## config.mk

```make
export PLATFORM = sky130hd
export DESIGN_NAME = oflow_iou_min_select_flat
export DESIGN_NICKNAME = d
export VERILOG_FILES = /design/src/rtl/oflow_iou_min_select_pkg.sv /design/src/rtl/oflow_iou_min_select_if.sv /design/src/rtl/oflow_min_tracker.sv /design/src/rtl/oflow_iou_min_select.sv /design/src/flat_wrapper.sv
export SDC_FILE = /design/constraint.sdc
export NUM_CORES = 1
export LEC_CHECK = 0
export ABC_AREA = 0
export BUFFER_PORTS_ARGS = -buffer_cell sky130_fd_sc_hd__buf_2
export CORE_UTILIZATION = 30
export DETAILED_ROUTE_END_ITERATION = 16
export GPL_TIMING_DRIVEN = 0
export SLEW_MARGIN = 0
export SYNTH_ARGS = -nofsm -noshare
export SYNTH_HDL_FRONTEND = slang
export SYNTH_SLANG_ARGS = --single-unit
```

## constraint.sdc

```tcl
create_clock -name clk -period 6 [get_ports clk]
set_clock_uncertainty 0.2 [all_clocks]
set_input_delay 0.6 -clock clk [delete_from_list [all_inputs] [get_ports clk]]
set_output_delay 0.6 -clock clk [all_outputs]
set_load 0.1 [all_outputs]
```

## src/rtl/oflow_iou_min_select_pkg.sv

```systemverilog
// Shared types and constants for the oflow IoU minimum-cost selector.
// Contents: FSM state enum, default cost width, and the all-ones cost value
// that stands for "no candidate seen yet".
package oflow_iou_select_pkg;

   localparam int unsigned DEFAULT_IOU_LEN = 22;

   // Worst possible cost: q0.22 all ones. It never beats a stored best cost.
   localparam logic [DEFAULT_IOU_LEN-1:0] COST_MAX = {DEFAULT_IOU_LEN{1'b1}};

   typedef enum logic [1:0] {
      ST_IDLE  = 2'd0,
      ST_ISSUE = 2'd1,
      ST_WAIT  = 2'd2,
      ST_DONE  = 2'd3
   } state_e;

endpackage

```

## src/rtl/oflow_iou_min_select_if.sv

```systemverilog
// Handshake between the minimum-cost selector and the IoU calculator.
//   start_iou : selector -> calculator, one-cycle launch pulse
//   hist_idx  : selector -> history bbox mux, candidate under evaluation
//   valid_iou : calculator -> selector, one-cycle result strobe
//   iou       : calculator -> selector, cost (1 - IoU) in q0.IOU_LEN
// modport master is the selector side, modport slave the calculator side.
interface oflow_iou_min_select_if
   import oflow_iou_select_pkg::*;
#(
   parameter int unsigned NUM_HISTORY = 8,
   parameter int unsigned IOU_LEN     = DEFAULT_IOU_LEN
);
   localparam int unsigned IDX_LEN = $clog2(NUM_HISTORY);

   logic               start_iou;
   logic [IDX_LEN-1:0] hist_idx;
   logic               valid_iou;
   logic [IOU_LEN-1:0] iou;

   modport master (
      output start_iou,
      output hist_idx,
      input  valid_iou,
      input  iou
   );

   modport slave (
      input  start_iou,
      input  hist_idx,
      output valid_iou,
      output iou
   );

endinterface

```

## src/rtl/oflow_min_tracker.sv

```systemverilog
// Running minimum of candidate costs with the index of the first minimum.
//   clk, reset_N : clock and synchronous active-high reset
//   clear        : reload best_cost with all ones and best_idx with 0
//   upd_en       : offer (cost, idx); taken only if strictly lower
//   best_cost    : registered minimum cost
//   best_idx     : registered index of that minimum
// Strict compare means the earliest (lowest-index) candidate wins a tie.
module oflow_min_tracker
   import oflow_iou_select_pkg::*;
#(
   parameter int unsigned IOU_LEN = DEFAULT_IOU_LEN,
   parameter int unsigned IDX_LEN = 3
) (
   input  logic               clk,
   input  logic               reset_N,
   input  logic               clear,
   input  logic               upd_en,
   input  logic [IOU_LEN-1:0] cost,
   input  logic [IDX_LEN-1:0] idx,
   output logic [IOU_LEN-1:0] best_cost,
   output logic [IDX_LEN-1:0] best_idx
);

   localparam logic [IOU_LEN-1:0] CostMax = {IOU_LEN{1'b1}};

   logic [IOU_LEN-1:0] best_cost_q, best_cost_d;
   logic [IDX_LEN-1:0] best_idx_q, best_idx_d;

   // Next best: clear has priority over an update offered in the same cycle.
   always_comb begin
      best_cost_d = best_cost_q;
      best_idx_d  = best_idx_q;
      if (clear) begin
         best_cost_d = CostMax;
         best_idx_d  = '0;
      end else if (upd_en && (cost < best_cost_q)) begin
         best_cost_d = cost;
         best_idx_d  = idx;
      end
   end

   always_ff @(posedge clk) begin
      if (reset_N) begin
         best_cost_q <= CostMax;
         best_idx_q  <= '0;
      end else begin
         best_cost_q <= best_cost_d;
         best_idx_q  <= best_idx_d;
      end
   end

   assign best_cost = best_cost_q;
   assign best_idx  = best_idx_q;

endmodule

```

## src/rtl/oflow_iou_min_select.sv

```systemverilog
// Sequences up to NUM_HISTORY history candidates through the IoU calculator
// for one frame-k bbox, keeps the minimum cost and its index, and reports the
// best match plus a threshold decision when the query completes.
//   clk, reset_N    : clock, synchronous active-high reset
//   start           : query launch pulse, ignored unless idle
//   num_candidates  : candidate count (clamped to NUM_HISTORY), sampled at start
//   cost_threshold  : match threshold, sampled at start
//   busy, done      : query in progress / one-cycle result strobe
//   match_found     : best_cost <= threshold with at least one candidate
//   best_idx/cost   : minimum-cost candidate, held until the next start
//   timeout_err     : sticky watchdog flag (OFLOW_IOU_TIMEOUT_EN only)
//   calc            : calculator handshake (start_iou, hist_idx, valid_iou, iou)
// Optional feature macro: OFLOW_IOU_TIMEOUT_EN adds a WAIT watchdog that
// retires a silent candidate as cost all ones after TIMEOUT_CYCLES.
module oflow_iou_min_select
   import oflow_iou_select_pkg::*;
#(
   parameter int unsigned NUM_HISTORY = 8,
   parameter int unsigned IOU_LEN     = DEFAULT_IOU_LEN,
   parameter int unsigned IDX_LEN     = $clog2(NUM_HISTORY)
`ifdef OFLOW_IOU_TIMEOUT_EN
   ,
   parameter int unsigned TIMEOUT_CYCLES = 16
`endif
) (
   input  logic               clk,
   input  logic               reset_N,
   input  logic               start,
   input  logic [IDX_LEN:0]   num_candidates,
   input  logic [IOU_LEN-1:0] cost_threshold,
   output logic               busy,
   output logic               done,
   output logic               match_found,
   output logic [IDX_LEN-1:0] best_idx,
   output logic [IOU_LEN-1:0] best_cost,
`ifdef OFLOW_IOU_TIMEOUT_EN
   output logic               timeout_err,
`endif
   oflow_iou_min_select_if.master calc
);

   localparam int unsigned CNT_LEN = IDX_LEN + 1;
   localparam logic [IOU_LEN-1:0] CostMax = {IOU_LEN{1'b1}};

   state_e             state_q, state_d;
   logic [CNT_LEN-1:0] cnt_q, cnt_d;
   logic [IOU_LEN-1:0] thr_q, thr_d;
   logic [IDX_LEN-1:0] hist_idx_q, hist_idx_d;
   logic               start_iou_q, start_iou_d;
   logic               done_q, done_d;
   logic               busy_q, busy_d;
   logic               match_q, match_d;

   logic               trk_clear, trk_upd;
   logic [IOU_LEN-1:0] trk_best_cost;
   logic [IDX_LEN-1:0] trk_best_idx;

   logic [CNT_LEN-1:0] num_clamped_c;
   logic               timeout_hit_c;
   logic               cand_done_c;
   logic [IOU_LEN-1:0] cand_cost_c;
   logic [IOU_LEN-1:0] new_best_c;
   logic               last_c;

   assign num_clamped_c = (num_candidates > CNT_LEN'(NUM_HISTORY)) ? CNT_LEN'(NUM_HISTORY)
                                                                    : num_candidates;

   // A candidate retires on its result strobe or, with the watchdog, on timeout.
   assign cand_done_c = (state_q == ST_WAIT) && (calc.valid_iou || timeout_hit_c);
   assign cand_cost_c = calc.valid_iou ? calc.iou : CostMax;
   assign last_c      = (CNT_LEN'(hist_idx_q) == (cnt_q - CNT_LEN'(1)));

   // Best cost as it will stand after this cycle's update; feeds match_found
   // so the decision is registered in the same edge as the final best_cost.
   assign new_best_c  = (cand_cost_c < trk_best_cost) ? cand_cost_c : trk_best_cost;

`ifdef OFLOW_IOU_TIMEOUT_EN
   localparam int unsigned WCNT_LEN = $clog2(TIMEOUT_CYCLES + 1);

   logic [WCNT_LEN-1:0] wait_cnt_q, wait_cnt_d;
   logic                timeout_err_q, timeout_err_d;

   // Fires in the TIMEOUT_CYCLES-th WAIT cycle without a result strobe.
   assign timeout_hit_c = (state_q == ST_WAIT) && !calc.valid_iou &&
                          (wait_cnt_q == WCNT_LEN'(TIMEOUT_CYCLES - 1));

   always_comb begin
      wait_cnt_d    = '0;
      timeout_err_d = timeout_err_q | timeout_hit_c;
      if ((state_q == ST_WAIT) && !cand_done_c) begin
         wait_cnt_d = wait_cnt_q + WCNT_LEN'(1);
      end
   end

   always_ff @(posedge clk) begin
      if (reset_N) begin
         wait_cnt_q    <= '0;
         timeout_err_q <= 1'b0;
      end else begin
         wait_cnt_q    <= wait_cnt_d;
         timeout_err_q <= timeout_err_d;
      end
   end

   assign timeout_err = timeout_err_q;
`else
   assign timeout_hit_c = 1'b0;
`endif

   // Next state and next registered outputs.
   always_comb begin
      state_d     = state_q;
      cnt_d       = cnt_q;
      thr_d       = thr_q;
      hist_idx_d  = hist_idx_q;
      start_iou_d = 1'b0;
      done_d      = 1'b0;
      busy_d      = busy_q;
      match_d     = match_q;
      trk_clear   = 1'b0;
      trk_upd     = 1'b0;

      case (state_q)
         ST_IDLE: begin
            if (start) begin
               trk_clear  = 1'b1;
               match_d    = 1'b0;
               busy_d     = 1'b1;
               hist_idx_d = '0;
               thr_d      = cost_threshold;
               cnt_d      = num_clamped_c;
               if (num_clamped_c == '0) begin
                  state_d = ST_DONE;
                  done_d  = 1'b1;
               end else begin
                  state_d     = ST_ISSUE;
                  start_iou_d = 1'b1;
               end
            end
         end
         ST_ISSUE: begin
            state_d = ST_WAIT;
         end
         ST_WAIT: begin
            if (cand_done_c) begin
               trk_upd = 1'b1;
               if (last_c) begin
                  state_d = ST_DONE;
                  done_d  = 1'b1;
                  // Count is non-zero on this path, so only the threshold matters.
                  match_d = (new_best_c <= thr_q);
               end else begin
                  state_d     = ST_ISSUE;
                  start_iou_d = 1'b1;
                  hist_idx_d  = hist_idx_q + IDX_LEN'(1);
               end
            end
         end
         ST_DONE: begin
            state_d = ST_IDLE;
            busy_d  = 1'b0;
         end
         default: begin
            state_d = ST_IDLE;
         end
      endcase
   end

   always_ff @(posedge clk) begin
      if (reset_N) begin
         state_q     <= ST_IDLE;
         cnt_q       <= '0;
         thr_q       <= '0;
         hist_idx_q  <= '0;
         start_iou_q <= 1'b0;
         done_q      <= 1'b0;
         busy_q      <= 1'b0;
         match_q     <= 1'b0;
      end else begin
         state_q     <= state_d;
         cnt_q       <= cnt_d;
         thr_q       <= thr_d;
         hist_idx_q  <= hist_idx_d;
         start_iou_q <= start_iou_d;
         done_q      <= done_d;
         busy_q      <= busy_d;
         match_q     <= match_d;
      end
   end

   oflow_min_tracker #(
      .IOU_LEN (IOU_LEN),
      .IDX_LEN (IDX_LEN)
   ) u_min_tracker (
      .clk       (clk),
      .reset_N   (reset_N),
      .clear     (trk_clear),
      .upd_en    (trk_upd),
      .cost      (cand_cost_c),
      .idx       (hist_idx_q),
      .best_cost (trk_best_cost),
      .best_idx  (trk_best_idx)
   );

   assign calc.start_iou = start_iou_q;
   assign calc.hist_idx  = hist_idx_q;
   assign busy           = busy_q;
   assign done           = done_q;
   assign match_found    = match_q;
   assign best_cost      = trk_best_cost;
   assign best_idx       = trk_best_idx;

endmodule
```

## src/flat_wrapper.sv

```systemverilog
// flat-port wrapper written by rule: the top's interface ports become plain ports
module oflow_iou_min_select_flat import oflow_iou_select_pkg::*;
#(
   parameter int unsigned NUM_HISTORY = 8,
   parameter int unsigned IOU_LEN     = DEFAULT_IOU_LEN,
   parameter int unsigned IDX_LEN     = $clog2(NUM_HISTORY)

)
  (clk, reset_N, start, num_candidates, cost_threshold, busy, done, match_found, best_idx, best_cost, calc_start_iou, calc_hist_idx, calc_valid_iou, calc_iou);
  oflow_iou_min_select_if #(.NUM_HISTORY(NUM_HISTORY), .IOU_LEN(IOU_LEN)) calc_i ();
  input  logic clk;
  input  logic reset_N;
  input  logic start;
  input  logic [IDX_LEN:0] num_candidates;
  input  logic [IOU_LEN-1:0] cost_threshold;
  output logic busy;
  output logic done;
  output logic match_found;
  output logic [IDX_LEN-1:0] best_idx;
  output logic [IOU_LEN-1:0] best_cost;
  output wire logic [$bits(calc_i.start_iou)-1:0] calc_start_iou;
  output wire logic [$bits(calc_i.hist_idx)-1:0] calc_hist_idx;
  input wire logic [$bits(calc_i.valid_iou)-1:0] calc_valid_iou;
  input wire logic [$bits(calc_i.iou)-1:0] calc_iou;
  assign calc_start_iou = calc_i.start_iou;
  assign calc_hist_idx = calc_i.hist_idx;
  assign calc_i.valid_iou = calc_valid_iou;
  assign calc_i.iou = calc_iou;
  oflow_iou_min_select #(.NUM_HISTORY(NUM_HISTORY), .IOU_LEN(IOU_LEN), .IDX_LEN(IDX_LEN)) u_core (.clk(clk), .reset_N(reset_N), .start(start), .num_candidates(num_candidates), .cost_threshold(cost_threshold), .busy(busy), .done(done), .match_found(match_found), .best_idx(best_idx), .best_cost(best_cost), .calc(calc_i));
endmodule
```

Word level (Yosys, flattened, before mapping)
Index checks and enable logic that the tools add are counted.
{ "word_totals": {"register_bits": 60, "in_bits": 52, "out_inout_bits": 32, "elab_cells": 67} }
{ "op_classes": {"n_addsub": 2, "n_lt_le_gt_ge": 3, "n_eq_ne": 8, "mux": 32, "n_reduce_logical": 12} }
{ "ops": {"columns": ["operator", "count"], "rows": [
  ["22-bit two-way mux", 2],
  ["22-bit <= comparator", 1],
  ["22-bit < comparator", 1],
  ["1-bit two-way mux", 16],
  ["3-bit two-way mux", 3],
  ["2-bit two-way mux", 4],
  ["1-bit one-hot mux with 2 select lines", 4],
  ["2-bit one-hot mux with 4 select lines", 1],
  ["4-bit AND reduction", 2],
  ["3-bit one-hot mux with 2 select lines", 1],
  ["2-bit AND reduction", 3],
  ["2-bit equality test (second input constant)", 2],
  ["3-bit by 4-bit equality test with 1-bit output", 1],
  ["4-bit greater-than comparator (second input constant)", 1],
  ["4-bit logical NOT", 1],
  ["4-bit two-way mux", 1],
  ["2-bit by 1-bit inequality test with 1-bit output (second input constant)", 2],
  ["2-bit inequality test (second input constant)", 2],
  ["2-bit nonzero test", 2],
  ["4-bit by 1-bit subtractor with 4-bit output (second input constant)", 1],
  ["3-bit by 1-bit adder with 3-bit output (second input constant)", 1],
  ["2-bit by 1-bit equality test with 1-bit output (second input constant)", 1],
  ["1-bit logical AND", 2],
  ["2-bit logical NOT", 1],
  ["2-bit OR reduction", 1]
]} }

Depth between registers and ports, before layout
Gate-level depths: netlist (run 1).
{ "logic_depth": {"depth_word": 7, "depth_mapped": 15, "ltp_nobuf": 13} }

Cells and area by module
Synthesis (run 1) repeated with hierarchy kept, for this count alone.
{ "hier_totals": {"hier_cells": 562, "area_unflattened_um2": 4563.1} }
{ "by_module_without_submodules": {"columns": ["module", "n_inst", "cells_each", "area_per_inst_um2", "seq_area_each_um2"], "rows": [
  ["oflow_iou_min_select", 1, 370, 2922.8, 700.7],
  ["oflow_min_tracker", 1, 192, 1640.3, 500.5]
]} }

Worst setup path before layout (run 1)
Ideal clock, no wire load.
{ "synth_timing": {"kind": "register to register", "start": "register u_core.u_min_tracker.best_cost_q[12], in the netlist u_core.u_min_tracker.best_cost[12]", "end": "register u_core.match_q, in the netlist u_core.match_found", "setup_ns": 0.095, "t_arrival_ns": 4.315, "required_ns": 5.705, "path_slack_ns": 1.390, "stages_incl_launch_ff": 15, "n_path_buf": 1, "synth_period_minus_slack_ns": 4.610, "path_cell_list": "dfxtp_1 > inv_1 > ha_1 > and3_4 > a221o_1 > a222oi_1 > o211ai_2 > buf_6 > mux2_4 > ha_1 > a21oi_1 > o21ai_0 > a221oi_1 > o211ai_1 > a221oi_1"} }
{ "synth_via": {"elab_chain_cells": 6} }
{ "synth_lines": {"columns": ["item", "line_no", "source"], "rows": [
  ["from (decl)", "oflow_min_tracker.sv:26", "logic [IOU_LEN-1:0] best_cost_q, best_cost_d;"],
  ["from (signal assigned)", "oflow_min_tracker.sv:44", "best_cost_q <= CostMax;"],
  ["from (signal assigned)", "oflow_min_tracker.sv:47", "best_cost_q <= best_cost_d;"],
  ["22-bit < comparator", "oflow_iou_min_select.sv:75", "assign new_best_c = (cand_cost_c < trk_best_cost) ? cand_cost_c : trk_best_cost;"],
  ["22-bit two-way mux *", "oflow_iou_min_select.sv:75", null],
  ["22-bit <= comparator *", "oflow_iou_min_select.sv:151", "match_d = (new_best_c <= thr_q);"],
  ["1-bit two-way mux *", "oflow_iou_min_select.sv:147", "if (last_c) begin"],
  ["1-bit two-way mux *", "oflow_iou_min_select.sv:145", "if (cand_done_c) begin"],
  ["1-bit one-hot mux with 2 select lines *", "oflow_iou_min_select.sv:123", "case (state_q)"],
  ["to (signal assigned)", "oflow_iou_min_select.sv:187", "match_q <= match_d;"],
  ["to (decl)", "oflow_iou_min_select.sv:52", "logic match_q, match_d;"]
]} }
Every way passes the cells marked *; elsewhere a longest branch is shown, timed or not. The select of a mux whose other input is x is not followed.
A chain may end at the register's enable or synchronous reset.

Worst setup path in the final report (run 1)
{ "layout_timing": {"start": "input calc_valid_iou", "end": "register u_core.match_q, in the netlist u_core.match_found"} }
{ "layout_via": {"elab_chain_cells": 7, "elab_cells_between_ends": 10, "classes_between": "order compare (2); eq/ne (1); mux (5); reduce/logical (2)"} }
{ "layout_lines": {"columns": ["item", "line_no", "source"], "rows": [
  ["from (decl)", "flat_wrapper.sv:23", "input wire logic [$bits(calc_i.valid_iou)-1:0] calc_valid_iou;"],
  ["22-bit two-way mux *", "oflow_iou_min_select.sv:70", "assign cand_cost_c = calc.valid_iou ? calc.iou : CostMax;"],
  ["named net u_core.cand_cost_c[13]", "oflow_iou_min_select.sv:61", "logic [IOU_LEN-1:0] cand_cost_c;"],
  ["22-bit < comparator", "oflow_iou_min_select.sv:75", null],
  ["22-bit two-way mux *", "oflow_iou_min_select.sv:75", null],
  ["22-bit <= comparator *", "oflow_iou_min_select.sv:151", null],
  ["1-bit two-way mux *", "oflow_iou_min_select.sv:147", null],
  ["1-bit two-way mux *", "oflow_iou_min_select.sv:145", null],
  ["1-bit one-hot mux with 2 select lines *", "oflow_iou_min_select.sv:123", null]
]} }
The timed path passes the listed nets; every way through them passes the cells marked *. The select of a mux whose other input is x is not followed.

==> results of run 1 <==
## metrics by stage
| step | hold slack, ps | area [sq um] | util (%) | std cells |
|---|---|---|---|---|
| after floorplan | 236 | 3960 | - | 472 |
| after global placement | 246 | 4590 | 36.1 | 727 |
| after detailed placement | 252 | 4590 | 36.1 | 727 |
| after CTS | 260 | 4910 | 38.6 | 743 |
| after global routing | 284 | 4910 | 38.6 | 743 |
| final | 257 | 4910 | 38.6 | 743 |
## synth_stat cells, drive strengths merged (2+ instances only)
| library cell | number | area, sq um |
|---|---|---|
| nand4 | 2 | 12.5 |
| a21o | 5 | 37.5 |
| mux2i | 23 | 230 |
| o21bai | 2 | 15.0 |
| xnor2 | 3 | 26.3 |
| and4 | 7 | 61.3 |
| o31ai | 2 | 15.0 |
| o211ai | 6 | 50.1 |
| nand3b | 5 | 37.5 |
| nor2 | 42 | 158 |
| inv | 48 | 180 |
| clkbuf | 17 | 63.8 |
| a221oi | 3 | 26.3 |
| and3 | 2 | 17.5 |
| buf | 5 | 48.8 |
| a21oi | 43 | 215 |
| nand3 | 3 | 15.0 |
| nor2b | 2 | 12.5 |
| ha | 45 | 563 |
| mux2 | 21 | 308 |
| nand2 | 66 | 248 |
| o2111ai | 5 | 43.8 |
| nor3 | 5 | 25.0 |
| o21ai | 8 | 40.0 |
| a211oi | 2 | 15.0 |
| nand2b | 28 | 175 |
| dfxtp | 60 | 1200 |
## worst paths after layout
kind | from | to | slack, ps | cells past startpoint
setup / recovery | calc_valid_iou | u_core.match_found | 660 | 16
hold / removal | u_core.thr_q[21] | u_core.thr_q[21] | 260 | 2
setup reg to reg | u_core.u_min_tracker.best_cost[12] | u_core.match_found | 1380 | 14
hold reg to reg | u_core.thr_q[21] | u_core.thr_q[21] | 260 | 2
## layout by cell type (no fill, tap or decap), drive strengths merged, types with 2 or more instances in the layout
| master | count |
|---|---|
| nand3 | 3 |
| dfxtp | 60 |
| o2111ai | 5 |
| clkbuf | 26 |
| o21ai | 8 |
| a221oi | 3 |
| nand2b | 28 |
| clkinv | 3 |
| nand4 | 2 |
| mux2i | 23 |
| ha | 45 |
| mux2 | 21 |
| nor2 | 42 |
| nor2b | 2 |
| o211ai | 6 |
| o31ai | 2 |
| buf | 88 |
| nand3b | 5 |
| and3 | 2 |
| o21bai | 2 |
| and4 | 7 |
| bufinv | 2 |
| a211oi | 2 |
| a21o | 5 |
| inv | 49 |
| nand2 | 66 |
| a21oi | 43 |
| xnor2 | 3 |
| nor3 | 5 |
## sequential cells by signal, indices dropped and copies added (netlist names)
| register | flops |
|---|---|
| u_core.state_q | 2 |
| u_core.u_min_tracker.best_idx | 3 |
| u_core.busy | 1 |
| u_core.cnt_q | 4 |
| u_core.match_found | 1 |
| u_core.calc.start_iou | 1 |
| u_core.u_min_tracker.best_cost | 22 |
| u_core.thr_q | 22 |
| u_core.done | 1 |
| u_core.calc.hist_idx | 3 |
## where the power goes
group	switching (mW)	total (mW)	internal [mW]
clock network	0.201	0.567	0.366
registers	0.0109	0.426	0.415
logic	0.129	0.212	0.0828
total	0.341	1.20	0.863
## per-layer routing
metal	wire [um]	part of all wire, %	track usage, %	up-vias
met4	189	1.8	6.08	0
met3	483	4.5	3.86	15
met5	0	0	0	-
met2	4960	46	28.4	68
met1	5070	47	21.1	1632
li1	-	-	-	1810
## worst max-delay path, stage by stage
cell,delay [ps]
sky130_fd_sc_hd__buf_2,180
sky130_fd_sc_hd__clkbuf_1,470
sky130_fd_sc_hd__nand2b_1,200
sky130_fd_sc_hd__ha_1,330
sky130_fd_sc_hd__and3_4,190
sky130_fd_sc_hd__a221o_1,360
sky130_fd_sc_hd__a222oi_1,690
sky130_fd_sc_hd__o211ai_2,310
sky130_fd_sc_hd__buf_6,250
sky130_fd_sc_hd__mux2_4,300
sky130_fd_sc_hd__ha_1,310
sky130_fd_sc_hd__a21oi_1,160
sky130_fd_sc_hd__o21ai_0,120
sky130_fd_sc_hd__a221oi_1,420
sky130_fd_sc_hd__o211ai_1,160
sky130_fd_sc_hd__a221oi_1,310
## cell families after synthesis
group	Yosys count
adder cells (fa/ha/maj)	45
AO/OA/AOI/OAI	83
multiplexers	44
XOR/XNOR	4
AND/OR/NAND/NOR	166
buffers and inverters	70
flip-flops	60
## cell type report
class | count | area, sq um | area share (%)
Inverter | 48 | 180 | 3.67
Clock buffer | 9 | 225 | 4.58
Buffer | 22 | 113 | 2.29
Clock inverter | 7 | 98.8 | 2.01
Sequential cell | 60 | 1200 | 24.4
Tap cell | 172 | 215 | 4.38
Timing Repair Buffer | 83 | 415 | 8.45
Multi-Input combinational cell | 342 | 2470 | 50.2
==> metrics.md, run 1 <==
| Metric | Value |
|---|---|
| Antenna cells | 0 |
| Gr usage total | 16.9% |
| Die Span X | 117 um |
| Synthesis-to-layout area growth | 24.1% |
| Number of fillers in the final layout | 1381 |
| Sum of negative setup slack | 0 ps |
| Max-slew headroom at the worst pin | between 40 and 50% |
| Cell count after synthesis | ~470 |
| Type of origin of the critical path | input port |
| Number of top-level design ports | 84 |
| Share of synthesized registers carrying an async set or reset | 0% |
| Die ar. | between 10000 and 15000 sq um |
| Register clock-pin slew on the reported worst setup and hold paths | approximately 60 ps |
| Worst-margin pin slew | approximately 880 ps |
| Initial core utilization | a little under a third |
| Post-synth net total | approximately 570 |
| Global-route wire length before repair | between 15000 and 20000 um |
| TritonCTS Buffers | 9 |
| Overall power after layout | 1.20 mW |
| Fraction of layout cells with a size suffix above 1 | between 20% and 30% |
| Crit. End Element | register |
| Number of max-slew violations in the final report | 0 |
| Critical path peak fanout | 10 |
| Fmax | about 190 MHz |
| Drt first-iter violations | 120 |
| Post-cts hold buffer count | 0 |
| Simple-Gate Fraction of Synth Area | 20.0% |
| Status | complete, no violations |
| Post-synthesis cell type count | 43 |
| Resize count post-CTS | 0 |
| Hold Path Class | reg2reg |
| Number of global-route vias before repair | 3564 |
| Grt ovf | 0 |
| Clock tree from TritonCTS | built |
| Die outline height | 117 um |
| Clock Sink Count | 60 |
| Routed wire per std cell | approximately 14 um |
| Avg Cell Area, Syn | between 8 and 9 sq um |
| Leakage power figure | 2.22 nW |
| Cell row count | between 40 and 50 |
| Initial antenna violation count | 0 |
| Via-per-instance ratio | roughly 4.7 |
| Final setup viols | 0 |
| Share of the synthesized area in compound gates (AO/OA/AOI/OAI) | 13.2% |
| Synth Flop Type | sky130_fd_sc_hd__dfxtp_1 |
| Max H-tree Level | 3 |
| Number of setup buffers added after CTS | 0 |
| Number of nets in the layout | between 600 and 700 |
| Residual antenna-violating net count after detailed routing | 0 |
| Critical Path AT | 5370 ps |
| Maximum clock path buffer count | 2 |
| Hold Violations, Final | 0 |
| Post-detailed-route DRC marker count | 0 |
| Power per standard cell area | approximately 240 nW/um^2 |
| Wire length after detailed routing | roughly 11000 um |
| Number of detailed-routing iterations run before antenna repair | 4 |
| Count of maximum capacitance violations | 0 |
| Final worst slack | between 600 and 700 ps |
| Post-synth EDFFs | 0 |
| Port Buf Inserts | between 80 and 90 |
| Largest family of logic cells by synthesized area | simple AND/OR/NAND/NOR gates |
| Required time at the worst-slack endpoint | between 6000 and 7000 ps |
| RSZ-0062 raised after global routing | no |
| Share of the synthesized netlist area taken by xor and xnor gates | 1.26% |
| Arithmetic-cell share of the synthesized area counting full adders, half adders and majority gates | 14.2% |
| Maximum number of pins on one net before global-route repair | 13 |
| Final GP Congestion | 0.856 |
| Core box area | roughly 13000 sq um |
| Fraction of synthesized area in multiplexers | between 10 and 15% |
| WS Path Type | in2reg |
| Crit share post-route | slightly below 90% |
| IR Drop Worst-Case VDD | between 0.0001 and 0.00015 V |
| Post-Synthesis Cell Area | 3960 sq um |
| Via count | ~3500 |
| Detailed-placement wirelength estimate | between 8000 and 9000 um |
| Clock latency of the later-clocked register in the worst-skew pair | roughly 330 ps |
| Worst slack at placement | 322 ps |
| Yosys synthesis warning count | 0 |
| Clock root buffer master | sky130_fd_sc_hd__clkbuf_16 |
| Post-route minimum period | about 5300 ps |
| Number of storage elements in the synthesis netlist | 60 |
| Share of the yosys chip area belonging to registers | between 30% and 40% |
Power figures use the tool's default switching activity.
==> inputs of run 2 (changes only) <==
Clock period 6 ns to 5 ns, I/O delays scaled along.
==> metrics.md, run 2 (same netlist as run 1, synthesis figures left out) <==
| Metric | Value |
|---|---|
| Clock latency of the later-clocked register in the worst-skew pair | 330 ps (about the same) |
| Residual antenna-violating net count after detailed routing | 0 (unchanged) |
| Maximum clock path buffer count | 2 (unchanged) |
| Antenna cells | 0 (unchanged) |
| Crit share post-route | roughly 94% |
| Leakage power figure | 2.23 nW (+0.70%) |
| Status | complete, no violations |
| Critical path peak fanout | 10 (unchanged) |
| Area post-placement | 4590 sq um (unchanged) |
| Combined flip-flop and latch cell area | 1200 sq um (unchanged) |
| Post-detailed-route DRC marker count | 0 (unchanged) |
| Wire length after detailed routing | 10800 um (+0.67%) |
| Grt ovf | 0 (unchanged) |
| Termination of the worst setup path | u_core.match_found |
| Number of detailed-routing iterations run before antenna repair | 4 (unchanged) |
| Crit. End Element | register |
| Critical R2R Capture | u_core.match_found |
| Count of maximum capacitance violations | 0 (unchanged) |
| Critical register-to-register path startpoint | u_core.u_min_tracker.best_cost[20] |
| Via count | 3511 (-0.40%) |
| Drt first-iter violations | 152 (+27%) |
| Max-slew headroom at the worst pin | 51.1% (+9.5 points) |
| Port Buf Inserts | 83 (unchanged) |
| Overall power after layout | 1.45 mW (+20%) |
| Setup slack on the worst flop-to-flop path | 690 ps (-690 ps) |
| Required time at the worst-slack endpoint | 5020 ps (-1000 ps) |
| Type of origin of the critical path | input port |
| Die outline height | 117 um (unchanged) |
| Final worst slack | 315 ps (-341 ps) |
| Die Span X | 117 um (unchanged) |
| Final Non-Filler Cells | 745 (+0.27%) |
| Post-route minimum period | between 4000 and 5000 ps |
| TritonCTS Buffers | 9 (unchanged) |
| Clock root buffer master | sky130_fd_sc_hd__clkbuf_16 |
| Number of nets in the layout | 665 (+0.30%) |
| Power per standard cell area | 294 nW/um^2 (+20%) |
| Largest registers | u_core.thr_q (22), u_core.u_min_tracker.best_cost (22), u_core.cnt_q (4) |
| Multi-input gate area | 2470 sq um (+0.20%) |
| Detailed-placement wirelength estimate | 8640 um (unchanged) |
| Number of global-route vias before repair | 3566 (+0.056%) |
| Initial core utilization | 31.1% (unchanged) |
| Fraction of layout cells with a size suffix above 1 | 23.2% (+0.79 points) |
| Critical path launch point | calc_valid_iou |
| Hold Path Class | in2reg |
| Synthesis-to-layout area growth | 24.7% |
| Via-per-instance ratio | 4.71 (-0.66%) |
| Number of fillers in the final layout | 1378 (-0.22%) |
| Clock tree from TritonCTS | built |
| Initial antenna violation count | 0 (unchanged) |
| Worst reg2reg path depth | 14 (unchanged) |
| Minimum hold slack | 209 ps (-48.9 ps) |
| Register clock-pin slew on the reported worst setup and hold paths | 60 ps (about the same) |
| Global-route wire length before repair | 17400 um (about the same) |
| Fmax | ~210 MHz |
| Number of top-level design ports | 84 (unchanged) |
| Worst slack at placement | -578 ps (-900 ps) |
| Final setup viols | 0 (unchanged) |
| Max H-tree Level | 3 (unchanged) |
| Hold Violations, Final | 0 (unchanged) |
| Most common cell after layout, fill and taps aside | sky130_fd_sc_hd__buf_2 |
| WS Path Type | in2reg |
| Clock Sink Count | 60 (unchanged) |
| Routed wire per std cell | 14.5 um (+0.40%) |
| Gr usage total | 16.9% (unchanged) |
| Final design instance area without fill | 4940 sq um (+0.46%) |
| Number of max-slew violations in the final report | 0 (unchanged) |
| Cell row count | 41 (unchanged) |
| Post-Place Cells | 727 (unchanged) |
| Worst-margin pin slew | 730 ps (-146 ps) |
| Core box area | 12700 sq um (unchanged) |
| Maximum number of pins on one net before global-route repair | 13 (unchanged) |
| Top library cells by usage in the layout, fill and taps aside | sky130_fd_sc_hd__buf_2, sky130_fd_sc_hd__nand2_1, sky130_fd_sc_hd__dfxtp_1 |
| IR Drop Worst-Case VDD | 0.000150 V (+22%) |
| Die ar. | 13700 sq um (unchanged) |
| Critical Path AT | 4710 ps (-660 ps) |
| Final GP Congestion | 0.856 (unchanged) |
==> run 2: power by group <==
group          internal (mW)  switching (mW)  total [mW]
logic                  0.101           0.155       0.256
clock network          0.439           0.244       0.683
registers              0.498          0.0132       0.511
total                   1.04           0.412        1.45
==> run 2: worst min-delay path by stage <==
| stage | start | endpoint | slack (ps) | depth (start not counted) |
|---|---|---|---|---|
| 2_1_floorplan | u_core.thr_q[10] | u_core.thr_q[10] | 240 | 2 |
| 3_3_place_gp | u_core.thr_q[5] | u_core.thr_q[5] | 250 | 2 |
| 3_5_place_dp | u_core.thr_q[21] | u_core.thr_q[21] | 250 | 2 |
| 4_1_cts | cost_threshold[17] | u_core.thr_q[17] | 200 | 3 |
| 5_1_grt | cost_threshold[11] | u_core.thr_q[11] | 210 | 3 |
| 6_report | cost_threshold[1] | u_core.thr_q[1] | 210 | 3 |
==> run 2: area by class of cell <==
| cell class | instances | share of cell area (%) |
|---|---|---|
| well taps | 172 | 4.36 |
| clock buffers | 9 | 4.56 |
| multi-input cells | 342 | 50.1 |
| clock inverters | 7 | 2.00 |
| flip-flops and latches | 60 | 24.3 |
| plain buffers | 22 | 2.33 |
| inverters | 48 | 3.65 |
| repair buffers | 85 | 8.72 |
==> run 2: what timing repair did <==
action                                  in CTS  in global routing
resized for setup                            0                  5
endpoints found under the setup margin       1                  1
hold buffers                                 0                  0
buffers inserted                             2                  0
pin swaps                                    1                  0
==> run 2: worst max-delay path, cell delays in order <==
cell and delay, ps:
sky130_fd_sc_hd__buf_2 180, sky130_fd_sc_hd__clkbuf_2 300, sky130_fd_sc_hd__nand2b_1 160, sky130_fd_sc_hd__ha_1 340
sky130_fd_sc_hd__nand4_1 90, sky130_fd_sc_hd__nor3_1 350, sky130_fd_sc_hd__o2111ai_1 360, sky130_fd_sc_hd__o211ai_2 370
sky130_fd_sc_hd__buf_6 240, sky130_fd_sc_hd__mux2_4 310, sky130_fd_sc_hd__ha_1 310, sky130_fd_sc_hd__a21oi_1 160
sky130_fd_sc_hd__o21ai_0 120, sky130_fd_sc_hd__a221oi_1 420, sky130_fd_sc_hd__o211ai_1 170, sky130_fd_sc_hd__a221oi_1 310
==> run 2: through the flow <==
step | TNS, ps | util (%)
floorplan | 0 | -
global placement | -441 | 36.1
detailed placement | -578 | 36.1
CTS | 0 | 38.7
global route | -0.188 | 38.8
finish | 0 | 38.8
==> run 2: per-layer routing <==
layer  track usage [%]  share of wire [%]  routed length [um]  vias to the layer above
li1                  -                  -                   -                     1815
met2              28.4                 47                5040                       69
met4              6.08                1.7                 183                        0
met5                 0                  0                   0                        -
met1              21.0                 47                5040                     1613
met3              3.86                4.8                 515                       14
